===== src/rtl/multicycle_pkg.sv =====
// Shared encodings for the multi-cycle MIPS sequencing controller: states,
// opcodes, ALU operation codes and datapath mux selects.
package multicycle_pkg;

    localparam int unsigned STATE_W  = 4;
    localparam int unsigned OPCODE_W = 6;
    localparam int unsigned FUNCT_W  = 6;
    localparam int unsigned ALUSEL_W = 6;
    localparam int unsigned SRCB_W   = 2;
    localparam int unsigned PCSRC_W  = 2;

    typedef enum logic [STATE_W-1:0] {
        RST_S    = 4'd0,
        FETCH    = 4'd1,
        DECODE   = 4'd2,
        EXEC_R   = 4'd3,
        WB_R     = 4'd4,
        EXEC_I   = 4'd5,
        WB_I     = 4'd6,
        MEM_ADDR = 4'd7,
        MEM_RD   = 4'd8,
        WB_MEM   = 4'd9,
        MEM_WR   = 4'd10,
        BRANCH   = 4'd11,
        JUMP     = 4'd12,
        ILLEGAL  = 4'd13
    } state_t;

    localparam logic [OPCODE_W-1:0] OP_RTYPE = 6'h00;
    localparam logic [OPCODE_W-1:0] OP_LW    = 6'h23;
    localparam logic [OPCODE_W-1:0] OP_SW    = 6'h2B;
    localparam logic [OPCODE_W-1:0] OP_BEQ   = 6'h04;
    localparam logic [OPCODE_W-1:0] OP_J     = 6'h02;
    localparam logic [OPCODE_W-1:0] OP_ADDI  = 6'h08;
    localparam logic [OPCODE_W-1:0] OP_SLTI  = 6'h0A;
    localparam logic [OPCODE_W-1:0] OP_ANDI  = 6'h0C;
    localparam logic [OPCODE_W-1:0] OP_ORI   = 6'h0D;

    localparam logic [ALUSEL_W-1:0] ALU_ADD = 6'h20;
    localparam logic [ALUSEL_W-1:0] ALU_SUB = 6'h22;
    localparam logic [ALUSEL_W-1:0] ALU_AND = 6'h24;
    localparam logic [ALUSEL_W-1:0] ALU_OR  = 6'h25;
    localparam logic [ALUSEL_W-1:0] ALU_SLT = 6'h2A;

    typedef enum logic [SRCB_W-1:0] {
        SRCB_REGB    = 2'd0,
        SRCB_FOUR    = 2'd1,
        SRCB_IMM     = 2'd2,
        SRCB_IMM_SH2 = 2'd3
    } alu_src_b_t;

    typedef enum logic [PCSRC_W-1:0] {
        PCSRC_ALU    = 2'd0,
        PCSRC_ALUOUT = 2'd1,
        PCSRC_JUMP   = 2'd2
    } pc_src_t;

    // R-type funct codes pass straight through as ALUsel, so legal = ALU codes
    function automatic logic is_legal_funct(input logic [FUNCT_W-1:0] f);
        return (f == ALU_ADD) || (f == ALU_SUB) || (f == ALU_AND) ||
               (f == ALU_OR)  || (f == ALU_SLT);
    endfunction

    function automatic logic [ALUSEL_W-1:0] imm_alu_sel(input logic [OPCODE_W-1:0] op);
        logic [ALUSEL_W-1:0] sel;
        case (op)
            OP_SLTI: sel = ALU_SLT;
            OP_ANDI: sel = ALU_AND;
            OP_ORI:  sel = ALU_OR;
            default: sel = ALU_ADD;
        endcase
        return sel;
    endfunction

endpackage


===== src/rtl/mem_watchdog.sv =====
// Memory-request watchdog: counts consecutive stalled request cycles and
// flags expiry on the cycle the limit is hit; TIMEOUT_CYCLES=0 disables it.
module mem_watchdog #(
    parameter int unsigned TIMEOUT_CYCLES = 64
) (
    input  logic clk,
    input  logic rst_n,
    input  logic mem_req,
    input  logic mem_ready,
    output logic expire_c
);

    localparam int unsigned CNT_W = (TIMEOUT_CYCLES > 1) ? $clog2(TIMEOUT_CYCLES) : 1;
    localparam logic [CNT_W-1:0] LIMIT =
        CNT_W'((TIMEOUT_CYCLES == 0) ? 0 : TIMEOUT_CYCLES - 1);

    logic [CNT_W-1:0] cnt;

    // A ready in the limit cycle completes the access and suppresses expiry
    assign expire_c = (TIMEOUT_CYCLES != 0) && mem_req && !mem_ready && (cnt == LIMIT);

    always_ff @(posedge clk or negedge rst_n) begin
        if (!rst_n) begin
            cnt <= '0;
        end else if (!mem_req || mem_ready || expire_c || (TIMEOUT_CYCLES == 0)) begin
            cnt <= '0;
        end else begin
            cnt <= cnt + CNT_W'(1);
        end
    end

endmodule


===== src/rtl/multicycle_ctrl.sv =====
// Multi-cycle MIPS sequencing controller: one instruction in flight, outputs
// decoded from state and IR fields. Optional perf counters: MULTICYCLE_CTRL_PERF_EN.
module multicycle_ctrl
    import multicycle_pkg::*;
#(
    parameter int unsigned TIMEOUT_CYCLES = 64
) (
    input  logic                clk,
    input  logic                rst_n,
    input  logic [OPCODE_W-1:0] opcode,
    input  logic [FUNCT_W-1:0]  funct,
    input  logic                zero,
    input  logic                mem_ready,
    output logic                mem_req,
    output logic                mem_we,
    output logic                iord,
    output logic                ir_write,
    output logic                pc_write,
    output logic [PCSRC_W-1:0]  pc_src,
    output logic                alu_src_a,
    output logic [SRCB_W-1:0]   alu_src_b,
    output logic [ALUSEL_W-1:0] ALUsel,
    output logic                regsel,
    output logic                datasource,
    output logic                reg_write,
    output logic                illegal,
    output logic                bus_err
`ifdef MULTICYCLE_CTRL_PERF_EN
    ,
    output logic [31:0]         instr_count,
    output logic [31:0]         cycle_count
`endif
);

    state_t state;
    state_t next_state;
    logic   expire_c;
    logic   bus_err_q;

    // Memory handshake decodes from state alone, keeping the watchdog loop-free
    assign mem_req = (state == FETCH) || (state == MEM_RD) || (state == MEM_WR);
    assign mem_we  = (state == MEM_WR);
    assign iord    = (state == MEM_RD) || (state == MEM_WR);
    assign illegal = (state == ILLEGAL);
    assign bus_err = bus_err_q;

    mem_watchdog #(
        .TIMEOUT_CYCLES (TIMEOUT_CYCLES)
    ) u_mem_watchdog (
        .clk       (clk),
        .rst_n     (rst_n),
        .mem_req   (mem_req),
        .mem_ready (mem_ready),
        .expire_c  (expire_c)
    );

    always_ff @(posedge clk or negedge rst_n) begin
        if (!rst_n) begin
            state     <= RST_S;
            bus_err_q <= 1'b0;
        end else begin
            state <= next_state;
            if (expire_c) begin
                bus_err_q <= 1'b1;
            end
        end
    end

    // Next state and datapath controls
    always_comb begin
        next_state = state;
        ir_write   = 1'b0;
        pc_write   = 1'b0;
        pc_src     = PCSRC_ALU;
        alu_src_a  = 1'b0;
        alu_src_b  = SRCB_REGB;
        ALUsel     = '0;
        regsel     = 1'b0;
        datasource = 1'b0;
        reg_write  = 1'b0;
        case (state)
            RST_S: next_state = FETCH;
            FETCH: begin
                if (mem_ready) begin
                    ir_write   = 1'b1;
                    pc_write   = 1'b1;
                    alu_src_b  = SRCB_FOUR;
                    ALUsel     = ALU_ADD;
                    next_state = DECODE;
                end else if (expire_c) begin
                    next_state = ILLEGAL;
                end
            end
            DECODE: begin
                alu_src_b = SRCB_IMM_SH2;
                ALUsel    = ALU_ADD;
                case (opcode)
                    OP_RTYPE:                         next_state = is_legal_funct(funct) ? EXEC_R : ILLEGAL;
                    OP_LW, OP_SW:                     next_state = MEM_ADDR;
                    OP_ADDI, OP_SLTI, OP_ANDI, OP_ORI: next_state = EXEC_I;
                    OP_BEQ:                           next_state = BRANCH;
                    OP_J:                             next_state = JUMP;
                    default:                          next_state = ILLEGAL;
                endcase
            end
            EXEC_R: begin
                alu_src_a  = 1'b1;
                ALUsel     = funct;
                next_state = WB_R;
            end
            WB_R: begin
                reg_write  = 1'b1;
                regsel     = 1'b1;
                next_state = FETCH;
            end
            EXEC_I: begin
                alu_src_a  = 1'b1;
                alu_src_b  = SRCB_IMM;
                ALUsel     = imm_alu_sel(opcode);
                next_state = WB_I;
            end
            WB_I: begin
                reg_write  = 1'b1;
                next_state = FETCH;
            end
            MEM_ADDR: begin
                alu_src_a  = 1'b1;
                alu_src_b  = SRCB_IMM;
                ALUsel     = ALU_ADD;
                next_state = (opcode == OP_LW) ? MEM_RD : MEM_WR;
            end
            MEM_RD: begin
                if (mem_ready) begin
                    next_state = WB_MEM;
                end else if (expire_c) begin
                    next_state = ILLEGAL;
                end
            end
            WB_MEM: begin
                reg_write  = 1'b1;
                datasource = 1'b1;
                next_state = FETCH;
            end
            MEM_WR: begin
                if (mem_ready) begin
                    next_state = FETCH;
                end else if (expire_c) begin
                    next_state = ILLEGAL;
                end
            end
            BRANCH: begin
                alu_src_a  = 1'b1;
                ALUsel     = ALU_SUB;
                pc_src     = PCSRC_ALUOUT;
                pc_write   = zero;
                next_state = FETCH;
            end
            JUMP: begin
                pc_src     = PCSRC_JUMP;
                pc_write   = 1'b1;
                next_state = FETCH;
            end
            ILLEGAL: next_state = ILLEGAL;
            default: next_state = RST_S;
        endcase
    end

`ifdef MULTICYCLE_CTRL_PERF_EN
    always_ff @(posedge clk or negedge rst_n) begin
        if (!rst_n) begin
            instr_count <= '0;
            cycle_count <= '0;
        end else begin
            if (ir_write) begin
                instr_count <= instr_count + 32'd1;
            end
            if ((state != RST_S) && (state != ILLEGAL)) begin
                cycle_count <= cycle_count + 32'd1;
            end
        end
    end
`endif

endmodule


===== config.mk =====
export PLATFORM = sky130hd
export DESIGN_NAME = multicycle_ctrl
export DESIGN_NICKNAME = d
export VERILOG_FILES = /design/src/rtl/multicycle_pkg.sv /design/src/rtl/mem_watchdog.sv /design/src/rtl/multicycle_ctrl.sv
export SDC_FILE = /design/constraint.sdc
export NUM_CORES = 1
export LEC_CHECK = 0
export CORE_MARGIN = 4
export CORE_UTILIZATION = 44
export DETAILED_ROUTE_END_ITERATION = 7
export PLACE_DENSITY = 0.89
export SYNTH_ARGS = -nofsm -noshare
export SYNTH_HDL_FRONTEND = slang
export SYNTH_HIERARCHICAL = 1
export SYNTH_SLANG_ARGS = --single-unit

===== constraint.sdc =====
create_clock -name clk -period 2.53 [get_ports clk]
set_input_delay 0.506 -clock clk [delete_from_list [all_inputs] [get_ports clk]]
set_output_delay 0.506 -clock clk [all_outputs]
set_load 0.005 [all_outputs]

Word level (Yosys, flattened, before mapping)

Cells that the tools add are included.

Add/sub/neg operators: 1
Equality and inequality tests: 27
Muxes and demuxes: 22
Reductions and logical operators: 22

Operators by type and width:

| kind                | count |
|---|---|
| $eq 6x6->1 const B  | 8 |
| $pmux 4 s9          | 1 |
| $pmux 6 s5          | 1 |
| $eq 4x4->1 const B  | 6 |
| $eq 6x4->1 const B  | 4 |
| $mux 4              | 5 |
| $pmux 4 s5          | 1 |
| $eq 4x3->1 const B  | 4 |
| $mux 6              | 2 |
| $pmux 4 s3          | 1 |
| $logic_or 1x1->1    | 9 |
| $eq 4x2->1 const B  | 2 |
| $reduce_or 4->1     | 2 |
| $mux 1              | 7 |
| $add 6x1->6 const B | 1 |
| $eq 6x2->1 const B  | 1 |
| $eq 6x3->1 const B  | 1 |
| $logic_not 6->1     | 1 |
| $pmux 2 s3          | 1 |
| $reduce_or 2->1     | 3 |
| $reduce_or 6->1     | 1 |
| $eq 4x1->1 const B  | 1 |
| $logic_not 4->1     | 1 |
| $pmux 2 s2          | 1 |
| 5 further kinds     | 7 |

Register bits after elaboration: 11
Input bits: 16
Output and inout port bits: 21
Word-level logic and storage cells: 75

Logic depth before layout (Yosys ltp)

Gate-level depths: netlist (run 1).

Depth in word-level cells: 8
Gate-level depth with buffers: 10

Cells and area by module

Netlist (run 1), hierarchy kept.

By module, submodules not included:

| module          | times used | cells each | area an instance (µm²) | sequential area each (µm²) |
|---|---|---|---|---|
| multicycle_ctrl | 1          | 108        | 754.5                  | 125.1 |
| mem_watchdog    | 1          | 26         | 272.8                  | 150.1 |

Least setup slack after synthesis (run 1)

Ideal clock, no wire load.

Kind: register to register
Start point: register state[0]
End point: register state[3]
Data arrival time: 2.225 ns
Required time: 2.454 ns
Setup slack: 0.229 ns
Cell stages (with the launch flop): 11
Buffers on the path: 1
Path through: dfrtp_1 -> buf_2 -> inv_1 -> mux2i_1 -> nor2_1 -> nand2b_1 -> nor3_1 -> or4b_4 -> a221oi_2 -> a311oi_1 -> o21ai_1

Word-level cells in the longest chain between the ends: 8
Elaborated cells between the ends (all ways): 24
Those cells by class: eq/ne (13); mux (5); reduce/logical (6)

Ends and longest elaborated chain:

| item                                            | RTL line              | source |
|---|---|---|
| start, declared                                 | multicycle_ctrl.sv:35 | `state_t state;` |
| start signal, assigned                          | multicycle_ctrl.sv:62 | `state <= next_state;` |
| $eq 4x1->1 / $eq 4x4->1 (equally long branches) | multicycle_ctrl.sv:41 | `assign mem_req = (state == FETCH) \|\| (state == MEM_RD) \|\| (state == MEM_WR);` |
| $logic_or 1x1->1                                | multicycle_ctrl.sv:41 |  |
| $logic_or 1x1->1 (*)                            | multicycle_ctrl.sv:41 |  |
| via mem_req                                     | multicycle_ctrl.sv:14 | `output logic mem_req,` |
| $logic_and 1x1->1 (*) (2 in series)             | mem_watchdog.sv:20    | `assign expire_c = (TIMEOUT_CYCLES != 0) && mem_req && !mem_ready && (cnt == LIMIT);` |
| via expire_c                                    | multicycle_ctrl.sv:37 | `logic expire_c;` |
| $mux 4 (*)                                      | n/a                   |  |
| $mux 4, on equally long branches                | n/a                   |  |
| $pmux 4 s9 (*)                                  | multicycle_ctrl.sv:81 | `case (state)` |
| via next_state[3]                               | multicycle_ctrl.sv:36 | `state_t next_state;` |

Mark *: on every way through the listed nets, which the timed path passes. The rest lies on a longest branch.
A chain may end at the register's enable or synchronous reset.

Final worst setup path (run 1)

Start point: input port opcode[5]
End point: output port ALUsel[0]

Word-level cells in the longest chain between the ends: 3
Elaborated cells between the ends (all ways): 5
Those cells by class: eq/ne (3); mux (2)

Ends and longest elaborated chain:

| item            | RTL line              | source |
|---|---|---|
| start, declared | multicycle_ctrl.sv:10 | `input logic [OPCODE_W-1:0] opcode,` |
| $eq 6x4->1      | multicycle_pkg.sv:66  | `case (op)` |
| $pmux 4 s3 (*)  | multicycle_pkg.sv:66  |  |
| $pmux 6 s5 (*)  | multicycle_ctrl.sv:81 |  |
| end, declared   | multicycle_ctrl.sv:22 | `output logic [ALUSEL_W-1:0] ALUsel,` |

Mark *: on every way between the ends. The rest lies on a longest branch, timed or not.

==> flow_metrics.env, run 1 <==
export IMPL_status="finished clean"
export IMPL_antenna_left=0
export IMPL_die_area_sq_mm=0.00317
export IMPL_slew_viol_final=0
export IMPL_dpl_hpwl_um=2580
export IMPL_vias=1243
export IMPL_clock_sinks=11
export IMPL_maxCapViolations=0
export IMPL_use_met3_pct=2.99
export IMPL_hold_class="reg2reg"
export IMPL_grt_pass1_vias=1166
export IMPL_p_leak_nw=0.668
export IMPL_grt_first_pass_wirelength_um=5140
export IMPL_synthToLayoutAreaGrowth_pct=51.6
export IMPL_start_kind="input pin"
export IMPL_vdd_drop_max_uv=500
export IMPL_wire_per_inst_um=15.3
export IMPL_use_met1_pct=22.3
export IMPL_crit_arrival_ps=2010
export IMPL_tightest_slew_ps=487
export IMPL_setup_violations_final=0
export IMPL_placementRows=17
export IMPL_synth_nets=151
export IMPL_synth_edf_count=0
export IMPL_cp_max_fo=3
export IMPL_grt_busiest_layer="met2"
export IMPL_drt_iter0_markers=42
export IMPL_via_per_inst=5.86
export IMPL_routed_wl_um=3250
export IMPL_die_x_um=56.3
export IMPL_final_hold_viol_count=0
export IMPL_drt_pre_antenna_iters=4
export IMPL_core_area_sq_mm=0.00221
export IMPL_ys_types=51
export IMPL_drive_above_1_share_pct=19.0
export IMPL_fmax_mhz=397
export IMPL_synth_cells=134
export IMPL_async_flop_share_pct=100
export IMPL_synth_warnings=6
export IMPL_pre_cts_slack_ps=-67.1
export IMPL_clockBufferDepth=2
export IMPL_hold_buffers=0
export IMPL_cts_clk_slew_worst_paths_ps=60
export IMPL_post_route_period_util_pct=99.6
export IMPL_grt_max_degree=18
export IMPL_gp_congestion=0.940
export IMPL_met2_usage_pct=36.1
export IMPL_start_util_pct=46.4
export IMPL_slew_headroom_pct=67.5
export IMPL_antenna_cells=0
export IMPL_cts_htree_levels=1
export IMPL_cp_data_required_time_ps=2020
export IMPL_fillers=200
export IMPL_syn_area_sq_mm=0.00103
export IMPL_critPathKind="in2out"
export IMPL_min_period_ps=2520
export IMPL_critPathCaptureType="output pin"
export IMPL_ys_seq_elements=11
export IMPL_dpl_cell_area_sq_mm=0.00149
export IMPL_insertion_delay_ps=270
export IMPL_portBuffers=36
export IMPL_syn_area_per_cell_sq_um=7.67
export IMPL_cts_root_buf="clkbuf_4"
export IMPL_hold_ws_ps=475
export IMPL_grt_util_all_layers_pct=19.9
export IMPL_numCtsBuffers=3
export IMPL_ys_flop_type="dfrtp_1"
export IMPL_ys_seq_area_share_pct=26.8
export IMPL_fin_skew_ps=0.989
export IMPL_ios=37
export IMPL_die_y_um=56.3
export IMPL_fin_area_sq_mm=0.00156
export IMPL_p_per_area_mw_per_mm2=787
export IMPL_cts_tree="yes"
export IMPL_drc=0
export IMPL_finalNetCount=202
export IMPL_setup_ws_ps=9.58
export IMPL_overflow=0
export IMPL_antenna_found_initial=0
==> worst max-delay path, cell delays in order <==
cell             delay, ps
clkdlybuf4s50_1        440
nor2_2                 170
and4_4                 240
a32o_1                 160
clkdlybuf4s50_1        500
==> power breakdown <==
part,switching (mW),internal [mW],total [mW],leakage (nW)
clock network,0.0563,0.0611,0.117,0.0150
logic,0.419,0.439,0.858,0.506
registers,0.0374,0.213,0.251,0.147
total,0.513,0.714,1.23,0.668
==> stage by stage <==
step	total power [mW]	setup TNS, ps	cells	util (%)
floorplan	0.691	0	134	-
global placement	1.06	0	206	67.5
detailed placement	1.09	-68.2	206	67.5
CTS	1.21	0	210	68.7
global route	1.32	-65.7	212	70.4
finish	1.23	0	212	70.4
==> synth_stat cells, drive strengths merged (3+ instances only) <==
| library cell | instances | share of area, % |
|---|---|---|
| o311ai | 3 | 2.6 |
| buf | 8 | 4.8 |
| nand3 | 5 | 2.9 |
| o21ai | 8 | 3.9 |
| inv | 6 | 2.2 |
| nor3 | 7 | 3.9 |
| dfrtp | 11 | 27 |
| mux2i | 3 | 2.9 |
| nand2b | 5 | 3.0 |
| nand2 | 11 | 4.0 |
| a21oi | 6 | 3.3 |
| or2 | 3 | 1.8 |
| nor2 | 18 | 6.6 |
| nor2b | 5 | 3.0 |
==> per-layer routing <==
layer,vias to the layer above,routed length [um]
li1,594,-
met1,585,1240
met2,56,1710
met3,8,248
met4,0,47
met5,-,0
==> state kept, by name, summed over array words and instances, names as in the netlist <==
name	flops
state	4
bus_err	1
u_mem_watchdog/cnt	6
==> final timing paths <==
check | endpoint | slack, ps | cells past startpoint | startpoint
setup / recovery | ALUsel[0] | 10 | 5 | opcode[5]
hold reg to reg | bus_err | 480 | 1 | bus_err
hold / removal | bus_err | 480 | 1 | bus_err
min in group asynchronous | u_mem_watchdog/cnt[1] | 570 | 1 | rst_n
setup reg to reg | state[3] | 210 | 9 | state[0]
max in group asynchronous | state[0] | 1640 | 1 | rst_n
==> cells by family after synthesis <==
kind of cell | share of synthesized area (%)
DFF | 26.8
buffers and inverters | 6.94
xor gates and xnor gates | 2.56
and+or+nand+nor | 36.5
adders and majority gates | 1.22
AOI/OAI and AO/OA | 23.0
muxes | 2.92
==> cells in the final DEF, fill, tap and decap left out, types with 2 or more instances in the layout <==
master	n
a21o_1	2
o311ai_1	3
nor2b_2	2
or2_2	2
mux2i_1	3
nand2b_1	5
nand3b_1	2
inv_1	5
clkbuf_4	3
nand2_1	11
nor2_1	17
nand3_1	4
dfrtp_1	11
nor3_1	5
o32ai_1	2
buf_4	18
nor2b_1	3
clkdlybuf4s50_1	34
a21oi_1	5
nor4_1	2
o21ai_0	5
a22o_1	2
xor2_1	2
o21ai_1	3
==> layout make-up <==
cell class                      instances  area (sq um)  share of cell area [%]
Tap cell                               28          35.0                    2.25
Clock buffer                            4          26.3                    1.69
Multi-Input combinational cell        109           702                    45.1
Sequential cell                        11           275                    17.7
Timing Repair Buffer                   54           497                    31.9
Inverter                                6          22.5                    1.45
==> timing repair <==
| item | in CTS | in global routing |
|---|---|---|
| cloned | 0 | 0 |
| pin swaps | 1 | 2 |
| setup endpoints to repair | 1 | 5 |
| resized for setup | 1 | 7 |
| setup buffers | 0 | 2 |
Power figures use the tool's default switching activity.
==> run 2, diff against run 1 <==
CORE_MARGIN = not set   (was 4)
SKIP_CTS_REPAIR_TIMING = 1   (was not set)
==> flow_metrics.env, run 2 (same netlist as run 1, synthesis figures left out) <==
export IMPL_status="finished clean"
export IMPL_cts_tree="yes"
export IMPL_seq_area_sq_um=277
export IMPL_antenna_cells=0
export IMPL_p_sw_mw=0.507
export IMPL_core_area_sq_mm=0.00221
export IMPL_clockPowerShare_pct=9.9
export IMPL_maxCapViolations=0
export IMPL_final_hold_viol_count=0
export IMPL_antenna_found_initial=0
export IMPL_vias=1238
export IMPL_slew_viol_final=0
export IMPL_use_met1_pct=31.5
export IMPL_combPwrFrac_pct=69.5
export IMPL_total_power_mw=1.21
export IMPL_crit_arrival_ps=1990
export IMPL_critPathCaptureType="output pin"
export IMPL_p_leak_nw=0.689
export IMPL_setup_violations_final=0
export IMPL_rsz0062_at_grt="true"
export IMPL_met2_usage_pct=44.9
export IMPL_fillers=187
export IMPL_numCtsBuffers=3
export IMPL_drive_above_1_share_pct=17.5
export IMPL_tightest_slew_ps=473
export IMPL_insertion_delay_ps=270
export IMPL_placementRows=17
export IMPL_portBuffers=36
export IMPL_cp_cell_sequence="clkdlybuf4s50_1 > nor2_2 > and4_1 > nand3_2 > nand2_1 > clkdlybuf4s50_1"
export IMPL_via_per_inst=5.87
export IMPL_grt_first_pass_wirelength_um=4970
export IMPL_wire_per_inst_um=14.9
export IMPL_antenna_left=0
export IMPL_cts_clk_slew_worst_paths_ps=70
export IMPL_cp_max_fo=2
export IMPL_p_seq_share_pct=20.7
export IMPL_dpl_cell_count=205
export IMPL_start_kind="input pin"
export IMPL_cts_root_buf="clkbuf_4"
export IMPL_p_per_area_mw_per_mm2=781
export IMPL_die_area_sq_mm=0.00253
export IMPL_intPower_mw=0.704
export IMPL_overflow=0
export IMPL_grt_max_degree=21
export IMPL_hold_class="reg2reg"
export IMPL_routed_wl_um=3150
export IMPL_cp_data_required_time_ps=2020
export IMPL_dpl_hpwl_um=2440
export IMPL_largest_register_ffs=6
export IMPL_fin_skew_ps=1.20
export IMPL_slew_headroom_pct=68.3
export IMPL_clockBufferDepth=2
export IMPL_fmax_mhz=401
export IMPL_vdd_drop_max_uv=437
export IMPL_start_util_pct=46.4
export IMPL_top_register="u_mem_watchdog/cnt"
export IMPL_grt_pass1_vias=1120
export IMPL_die_y_um=50.3
export IMPL_cts_htree_levels=1
export IMPL_die_x_um=50.3
export IMPL_multi_input_area_sq_um=694
export IMPL_synthToLayoutAreaGrowth_pct=50.9
export IMPL_ios=37
export IMPL_cpPeakStageDelay_ps=500
export IMPL_grt_busiest_layer="met2"
export IMPL_drt_pre_antenna_iters=4
export IMPL_final_cell_mix="33 x clkdlybuf4s50_1, 17 x nor2_1, 17 x buf_4, 11 x nand2_1, 10 x dfrtp_1"
export IMPL_gp_congestion=0.827
export IMPL_instances_no_fill=211
export IMPL_cpMaxStageDelayCell="clkdlybuf4s50_1"
export IMPL_crit_top_cell="clkdlybuf4s50_1"
export IMPL_clock_sinks=11
export IMPL_critPathKind="in2out"
export IMPL_use_met3_pct=1.82
export IMPL_min_period_ps=2490
export IMPL_drc=0
export IMPL_layout_commonest_cell="clkdlybuf4s50_1"
export IMPL_grt_util_all_layers_pct=25.6
export IMPL_swShare_pct=41.8
export IMPL_post_route_period_util_pct=98.6
export IMPL_finalNetCount=201
export IMPL_drt_iter0_markers=23
-- run 2: cell type report --
cell class                      count  share of cell area [%]
Sequential cell                    11                    17.8
Tap cell                           28                    2.26
Inverter                            6                    1.45
Clock buffer                        4                    1.69
Timing Repair Buffer               53                    32.0
Multi-Input combinational cell    109                    44.8
-- run 2: worst paths after layout --
check,startpoint,endpoint,slack [ps],cells past startpoint
worst max-delay path,opcode[4],ALUsel[3],40,6
worst min-delay path,bus_err,bus_err,480,1
worst max register to register,state[0],state[3],310,9
worst min register to register,bus_err,bus_err,480,1
max in group asynchronous,rst_n,state[0],1630,1
min in group asynchronous,rst_n,u_mem_watchdog/cnt[2],560,1
-- run 2: power groups by stage --
stage,registers [mW],logic [mW],clock network [mW]
6_report,0.251,0.841,0.120
5_1_grt,0.256,0.914,0.131
4_1_cts,0.249,0.823,0.126
3_5_place_dp,0.252,0.821,0
3_3_place_gp,0.248,0.790,0
2_1_floorplan,0.242,0.449,0
-- run 2: metal layers --
metal / wire (um) / vias to the layer above
met3: 187 / 8
met2: 1630 / 48
met4: 80 / 0
met5: 0 / -
met1: 1250 / 594
li1: - / 588
-- run 2: stage by stage --
step	area (sq um)	hold WS (ps)	setup TNS, ps	setup WS (ps)	util, %
floorplan	1030	210	0	229	-
global placement	1490	455	0	25.1	67.2
detailed placement	1490	463	-57.5	-44.3	67.2
CTS	1510	490	-59.5	-44.3	68.4
global route	1550	511	-39.6	-32.1	70.1
finish	1550	484	0	36.4	70.1
-- run 2: critical path: cells and delay by family --
kind / cells / cell delay (ps)
buffers and inverters: 2 / 940
AND/OR/NAND/NOR: 4 / 540
